<file path="config.mk">
export PLATFORM = sky130hd
export DESIGN_NAME = axi_mem_rd_responder
export DESIGN_NICKNAME = d
export VERILOG_FILES = /design/src/rtl/axi_mem_rd_responder.sv
export SDC_FILE = /design/constraint.sdc
export NUM_CORES = 1
export LEC_CHECK = 0
export ABC_AREA = 1
export BUFFER_PORTS_ARGS = -buffer_cell sky130_fd_sc_hd__buf_4
export CELL_PAD_IN_SITES_DETAIL_PLACEMENT = 1
export CELL_PAD_IN_SITES_GLOBAL_PLACEMENT = 1
export CORE_UTILIZATION = 34
export DETAILED_ROUTE_END_ITERATION = 6
export HOLD_SLACK_MARGIN = 0.03
export PLACE_DENSITY_LB_ADDON = 0.1
export SYNTH_ARGS = -nofsm -noshare
export SYNTH_HDL_FRONTEND = slang
export SYNTH_SLANG_ARGS = --single-unit
</file>
<file path="constraint.sdc">
create_clock -name clock -period 2.9 [get_ports clock]
set_input_delay 0.145 -clock clock [delete_from_list [all_inputs] [get_ports clock]]
set_output_delay 0.145 -clock clock [all_outputs]
set_load 0.01 [all_outputs]
</file>
<file path="src/rtl/axi_mem_rd_responder.sv">
// AXI4 read-channel responder in front of a synchronous word SRAM.
// Accepts one AR burst at a time, classifies it once, and streams the
// R beats at up to one per cycle with a configurable first-beat latency.
module axi_mem_rd_responder #(
  parameter logic [31:0] MEM_BASE = 32'h8000_0000,
  parameter int unsigned MEM_AW   = 16,
  parameter int unsigned LATENCY  = 0,
  parameter int unsigned ID_W     = 4
) (
  input  logic              clock,
  input  logic              reset,
  input  logic              arvalid,
  output logic              arready,
  input  logic [31:0]       araddr,
  input  logic [ID_W-1:0]   arid,
  input  logic [7:0]        arlen,
  input  logic [2:0]        arsize,
  input  logic [1:0]        arburst,
  output logic              rvalid,
  input  logic              rready,
  output logic [31:0]       rdata,
  output logic [1:0]        rresp,
  output logic              rlast,
  output logic [ID_W-1:0]   rid,
  output logic              mem_en,
  output logic [MEM_AW-1:0] mem_addr,
  input  logic [31:0]       mem_rdata
);

  typedef enum logic [1:0] {S_IDLE, S_WAIT, S_ISSUE, S_DATA} state_e;

  localparam logic [1:0]  RESP_OKAY   = 2'b00;
  localparam logic [1:0]  RESP_SLVERR = 2'b10;
  localparam logic [1:0]  RESP_DECERR = 2'b11;
  localparam logic [1:0]  BURST_FIXED = 2'b00;
  localparam logic [1:0]  BURST_WRAP  = 2'b10;
  localparam logic [1:0]  BURST_RSVD  = 2'b11;
  localparam logic [32:0] MEM_SPAN    = 33'(64'd4 << MEM_AW);
  localparam logic [7:0]  WAIT_LOAD   = (LATENCY > 0) ? 8'(LATENCY - 1) : 8'd0;

  state_e            state_q, state_d;
  logic [31:0]       addr_q, addr_d;
  logic [ID_W-1:0]   id_q, id_d;
  logic [7:0]        len_q, len_d;
  logic [2:0]        size_q, size_d;
  logic [1:0]        burst_q, burst_d;
  logic [1:0]        resp_q, resp_d;
  logic [7:0]        beat_q, beat_d;
  logic [7:0]        wait_q, wait_d;

  logic [32:0]       ar_off;
  logic [1:0]        ar_resp;
  logic              ar_unaligned;
  logic              wrap_len_ok;
  logic              last_beat;
  logic [31:0]       step;
  logic [31:0]       wrap_mask;
  logic [31:0]       addr_nxt;
  logic [31:0]       mem_byte;

  assign arready   = (state_q == S_IDLE) && reset;
  assign rvalid    = (state_q == S_DATA);
  assign last_beat = (beat_q == len_q);
  assign rlast     = rvalid && last_beat;
  assign rresp     = resp_q;
  assign rid       = id_q;
  assign rdata     = (rvalid && resp_q == RESP_OKAY) ? mem_rdata : '0;
  assign mem_addr  = MEM_AW'((mem_byte - MEM_BASE) >> 2);

  // Classify the incoming request: protocol errors take priority over range errors.
  always_comb begin
    ar_off       = {1'b0, araddr} - {1'b0, MEM_BASE};
    ar_unaligned = (arsize == 3'd1 && araddr[0]) || (arsize == 3'd2 && araddr[1:0] != 2'b00);
    wrap_len_ok  = (arlen == 8'd1) || (arlen == 8'd3) || (arlen == 8'd7) || (arlen == 8'd15);
    ar_resp      = RESP_OKAY;
    if (arsize > 3'd2 || arburst == BURST_RSVD) begin
      ar_resp = RESP_SLVERR;
    end else if (arburst == BURST_WRAP && (!wrap_len_ok || ar_unaligned)) begin
      ar_resp = RESP_SLVERR;
    end else if (ar_off >= MEM_SPAN) begin
      ar_resp = RESP_DECERR;
    end
  end

  // Address of the following beat for the latched burst type.
  always_comb begin
    step      = 32'd1 << size_q;
    wrap_mask = (({24'd0, len_q} + 32'd1) << size_q) - 32'd1;
    case (burst_q)
      BURST_FIXED: addr_nxt = addr_q;
      BURST_WRAP:  addr_nxt = (addr_q & ~wrap_mask) | ((addr_q + step) & wrap_mask);
      default:     addr_nxt = addr_q + step;
    endcase
  end

  // Next-state and SRAM strobe; the next beat's read is issued on the
  // current beat's handshake so the data is ready one cycle later.
  always_comb begin
    state_d  = state_q;
    addr_d   = addr_q;
    id_d     = id_q;
    len_d    = len_q;
    size_d   = size_q;
    burst_d  = burst_q;
    resp_d   = resp_q;
    beat_d   = beat_q;
    wait_d   = wait_q;
    mem_en   = 1'b0;
    mem_byte = addr_q;
    case (state_q)
      S_IDLE: begin
        if (arvalid && arready) begin
          addr_d  = araddr;
          id_d    = arid;
          len_d   = arlen;
          size_d  = arsize;
          burst_d = arburst;
          resp_d  = ar_resp;
          beat_d  = '0;
          wait_d  = WAIT_LOAD;
          state_d = (LATENCY > 0) ? S_WAIT : S_ISSUE;
        end
      end
      S_WAIT: begin
        if (wait_q == '0) begin
          state_d = S_ISSUE;
        end else begin
          wait_d = wait_q - 8'd1;
        end
      end
      S_ISSUE: begin
        mem_en  = (resp_q == RESP_OKAY);
        state_d = S_DATA;
      end
      S_DATA: begin
        if (rready) begin
          if (last_beat) begin
            state_d = S_IDLE;
          end else begin
            addr_d   = addr_nxt;
            beat_d   = beat_q + 8'd1;
            mem_en   = (resp_q == RESP_OKAY);
            mem_byte = addr_nxt;
          end
        end
      end
      default: state_d = S_IDLE;
    endcase
  end

  // State and burst context registers.
  always_ff @(posedge clock or negedge reset) begin
    if (!reset) begin
      state_q <= S_IDLE;
      addr_q  <= '0;
      id_q    <= '0;
      len_q   <= '0;
      size_q  <= '0;
      burst_q <= '0;
      resp_q  <= '0;
      beat_q  <= '0;
      wait_q  <= '0;
    end else begin
      state_q <= state_d;
      addr_q  <= addr_d;
      id_q    <= id_d;
      len_q   <= len_d;
      size_q  <= size_d;
      burst_q <= burst_d;
      resp_q  <= resp_d;
      beat_q  <= beat_d;
      wait_q  <= wait_d;
    end
  end

endmodule

</file>
# Yosys cells after proc, flatten, opt, wreduce, memory -nomap -nowiden
# Cells that the tools add are included.
# totals
elab_cells	93
input_bits	85
regBits	69
output_inout_bits	58
# op_classes
n_shift	2
bitwise_logic	4
n_reduce_logical	26
n_eq_ne	19
add_sub_neg	7
magnitude_cmp	2
muxes	24
# op_table
cell	count
$mux W32	4
$pmux W32 S2	2
$and A32 B32 Y32	2
$ge A33 B19 Y1 const B	1
$sub A32 B32 Y33 const B	1
$add A32 B32 Y32	1
$mux W8	4
$not A32 Y32	1
$or A32 B32 Y32	1
$pmux W8 S2	2
$shl A1 B3 Y32 const A	1
$shl A9 B3 Y32	1
$sub A32 B1 Y32 const B	1
$mux W18	1
$sub A18 B1 Y18 const B	1
$mux W2	7
$eq A2 B2 Y1 const B	5
$add A8 B1 Y9 const B	1
$add A8 B1 Y8 const B	1
$eq A8 B1 Y1 const B	1
$eq A8 B2 Y1 const B	1
$eq A8 B3 Y1 const B	1
$eq A8 B4 Y1 const B	1
$eq A8 B8 Y1	1
other kinds (19)	41

# Longest topological paths before layout
# depth
ltp_word	11
depth_mapped	22
mapped_depth_nobuf	21

# Worst setup path before layout
# Ideal clock, no wire load.
# synth_path
kind	register to output
start	register size_q[1]
end	output mem_addr[10]
arrival_ns	2.678
required_time_ns	2.755
path_stages_with_launch	19
path_buffers	1
path_slack_ns	0.077
path_cell_list	dfrtp_1 buf_2 nor3_1 ha_1 inv_1 fa_1 inv_1 nand4_1 nand3_1 nand2_1 a21oi_1 nand2_1 nor2_1 xor2_1 nand3_1 nand3_1 nand2_1 nand2_1 o21ai_1
# synth_between
elab_chain_len	10
elab_cells_between_ends	13
cone_classes	add/sub: 3; shift: 2; mux: 4; bitwise: 4
# synth_lines
item	line	source
start: declaration	45	logic [2:0] size_q, size_d;
start signal: assignment	168	size_q <= size_d;
$shl A9 B3 Y32	88	wrap_mask = (({24'd0, len_q} + 32'd1) << size_q) - 32'd1;
$sub A32 B1 Y32	88	
$not A32 Y32	91	BURST_WRAP: addr_nxt = (addr_q & ~wrap_mask) | ((addr_q + step) & wrap_mask);
$and A32 B32 Y32	91	
$or A32 B32 Y32	91	
$pmux W32 S2 *	89	case (burst_q)
$mux W32 * (2 in series)	-	
$mux W18 *	110	case (state_q)
$sub A18 B1 Y18 *	68	assign mem_addr = MEM_AW'((mem_byte - MEM_BASE) >> 2);
end: declaration	26	output logic [MEM_AW-1:0] mem_addr,
# Mark *: on every way between the ends. The rest lies on a longest branch, timed or not.

# Worst setup path after layout
# layout_path
start	register size_q[1]
end	output mem_addr[14]
# The elaborated chain is that of the path after synthesis.

==> results by group <==
Outcome
  • Status: complete, but fails checks
  • Violated checks: negative hold slack, negative setup slack

Global routing
  • GRT Total Usage: 0.2515
  • First-pass GRT wire length: 32.96 mm
  • Largest net degree at the start of global routing: 56
  • Vias in the first global route: 6559
  • Antenna violations before repair: 0
  • GRT overflow: 0

Synth
  • Async S/R FF share, synth: 1.000
  • Seq/Total Area, Yosys: 0.2498
  • #FFs+latches synth: 55
  • Synthesized area: 0.005509 mm^2
  • Post-Syn Nets: 988
  • Netlist cell types: 43
  • Largest cells by area after synthesis: dfrtp_1 (25%), nand2_1 (14%), inv_1 (8.9%)
  • Synthesis Warnings: 0
  • Synth Instances: slightly below 900
  • Share of the synthesized area in the top cell type: 0.2498
  • Post-Syn Area per Cell: 6.197 um^2
  • Synth area leader: dfrtp_1
  • Most used flip-flop cell after synthesis: dfrtp_1
  • Post-synth EDFFs: 0

Place
  • Final GP Congestion: around 0.88
  • Placed Area: about 0.0070 mm^2
  • Pre-CTS setup slack: -0.1350 ns
  • PortBufs: around 140
  • HPWL Detailed: roughly 16 mm

Setup path
  • Type of the worst setup path: reg -> out
  • Reg-to-Reg End: addr_q[6]$_DFFE_PN0P_
  • Crit. End Element: output pin
  • Crit path from: size_q[1]$_DFFE_PN0P_
  • CP Max Fanout: 3
  • RR Startpoint: size_q[1]$_DFFE_PN0P_
  • Required @ worst endpoint: 2.76 ns
  • CP Launch Type: register
  • Crit path to: mem_addr[14]
  • R2R setup slack: -0.26 ns
  • Critical path arrival: 3.17 ns
  • R2R depth: 21

Routing
  • Drt pass-1 iters: 5
  • Antenna-violating nets left: 0
  • Via count: approximately 6500
  • Drt total wl: 20.86 mm
  • # DRC: 0
  • Initial DRC count: 320
  • Post-DR vias/cell: 5.003
  • WL per Instance: approximately 16 um

Timing
  • Final worst setup slack: -0.4167 ns
  • RSZ-0062 raised after global routing: true
  • Least-Margin Pin Slew: roughly 0.79 ns
  • Final period utilization: 1.144
  • Final-report setup violation count: 19
  • Clk_skew: 0.006602 ns
  • Max Slew Vio Count: 0
  • Tmin final: 3.317 ns
  • Hold Slack: -0.001321 ns
  • Final Hold Viols: 1
  • Peak Freq: 0.3015 GHz
  • Rel. slew slack: 0.4734

Clock tree
  • Worst-path clk slew: 0.09 ns
  • CTS Sinks: 55
  • Skew-Pair Late Insertion Delay: 0.32 ns
  • CTS max path bufs: 2
  • CTS tree: built
  • Num CTS Buffers: 5
  • H-Tree Depth: 2
  • CTS root buf: clkbuf_16

Final layout
  • Most common cell after layout, fill and taps aside: buf_4
  • Area occupied by registers: 0.001378 mm^2
  • Area Growth Syn to Fin: 41.56%
  • Most frequent cells in the layout: buf_4 (204), nand2_1 (196), inv_1 (127)
  • Post-layout net count: 1182
  • Share of cells above drive strength 1: 0.3210
  • Multi-input gate area: between 0.003 and 0.004 mm^2
  • Fill cells: 2123
  • Design area: 0.007799 mm^2
  • N_diodes: 0

Power and ir drop
  • VDD IR-drop max: roughly 0.24 mV
  • P_leak: 4.167 nW
  • Power Density: approximately 320 mW/mm^2
  • Tot Pwr: 2.519 mW

Die
  • Die ar.: roughly 0.017 mm^2
  • Die H: 129.3 um
  • Initial core utilization: 0.3481
  • Die Width: 129.3 um
  • Area of the core: 0.01583 mm^2
  • I/O pins: 143
  • # rows: 46

Flow run
  • Max Cap Viol: 0

Hold path
  • Worst Hold Class: in -> async
[kinds of logic after synthesis]
| family | Yosys count | synth area share |
|---|---|---|
| adders and majority gates | 14 | 0.03316 |
| buffers and inverters | 173 | 0.1226 |
| xor gates and xnor gates | 21 | 0.03339 |
| AOI/OAI and AO/OA | 155 | 0.1549 |
| and+or+nand+nor | 471 | 0.4061 |
| DFF | 55 | 0.2498 |
[worst max-delay path, cell delays in order (launching register included)]
cell and delay, ns:
dfrtp_1 0.42, nor3_2 0.26, ha_2 0.25, inv_2 0.04
fa_2 0.35, inv_2 0.07, nand4_1 0.13, nand3_2 0.14
nand2_2 0.06, a21oi_2 0.13, buf_6 0.13, buf_6 0.10
nand2_2 0.06, xor2_2 0.18, o221ai_1 0.15, inv_1 0.07
nand2_1 0.06, nand2_1 0.06, o21ai_1 0.08, buf_4 0.14
[synth_stat cells (all sizes together), types with 5 or more instances]
library cell,count
nand4,17
o21bai,5
o211ai,9
xor2,17
nor3,12
buf,10
inv,143
o22ai,6
a21oi,47
nand2,229
nand3,110
clkbuf,19
dfrtp,55
ha,13
o21ai,81
nor2,93
[timing repair]
item | in CTS | in global routing
pin swaps | 20 | 23
hold buffers | 2 | 0
resized for setup | 49 | 45
setup endpoints to repair | 15 | 26
endpoints found under the hold margin | 2 | 0
buffers inserted | 19 | 10
[through the flow]
step / hold WS, ns / cells / util / TNS (ns)
2_1_floorplan: -0.1506 / 889 / - / 0
3_3_place_gp: 0.3423 / 1261 / 0.4443 / -0.07876
3_5_place_dp: 0.3496 / 1261 / 0.4443 / -0.4283
4_1_cts: 0.03046 / 1290 / 0.4750 / -2.325
5_1_grt: 0.05659 / 1300 / 0.4927 / -7.912
6_report: -0.001321 / 1300 / 0.4927 / -4.517
[flip-flops by register name, summed over array words and instances (netlist names), named ones only]
| name | cells |
|---|---|
| rid | 4 |
| len_q | 8 |
| rresp | 2 |
| size_q | 3 |
| burst_q | 2 |
| state_q | 2 |
| beat_q | 8 |
| addr_q | 16 |
| wait_q | 8 |
[worst min path at each step]
stage          startpoint                         end
6_report            reset          rid[2]$_DFFE_PN0P_
5_1_grt           arid[3]          rid[3]$_DFFE_PN0P_
4_1_cts           arid[2]          rid[2]$_DFFE_PN0P_
3_5_place_dp      arid[1]          rid[1]$_DFFE_PN0P_
3_3_place_gp      arid[3]          rid[3]$_DFFE_PN0P_
2_1_floorplan       reset  asynchronous set/reset pin
[power breakdown]
group          internal (mW)  leakage [nW]  switching [mW]
sequential             0.853         0.633           0.110
clock                  0.335        0.0772           0.355
combinational          0.417          3.46           0.449
[layout make-up]
cell class / instances / share of cell area
Multi-Input combinational cell: 661 / 0.4826
Timing Repair Buffer: 216 / 0.2161
Clock buffer: 5 / 0.01604
Inverter: 144 / 0.06963
Clock inverter: 3 / 0.004332
Sequential cell: 55 / 0.1766
Tap cell: 216 / 0.03465
[routing by layer]
layer / vias to the layer above / GRT usage / part of all wire
met3: 21 / 0.02353 / 0.029
met1: 3097 / 0.3339 / 0.46
met4: 0 / 0.04706 / 0.012
li1: 3257 / - / -
met5: - / 0 / 0
met2: 129 / 0.4443 / 0.50
Note: power is estimated with default switching activity, not from simulation.
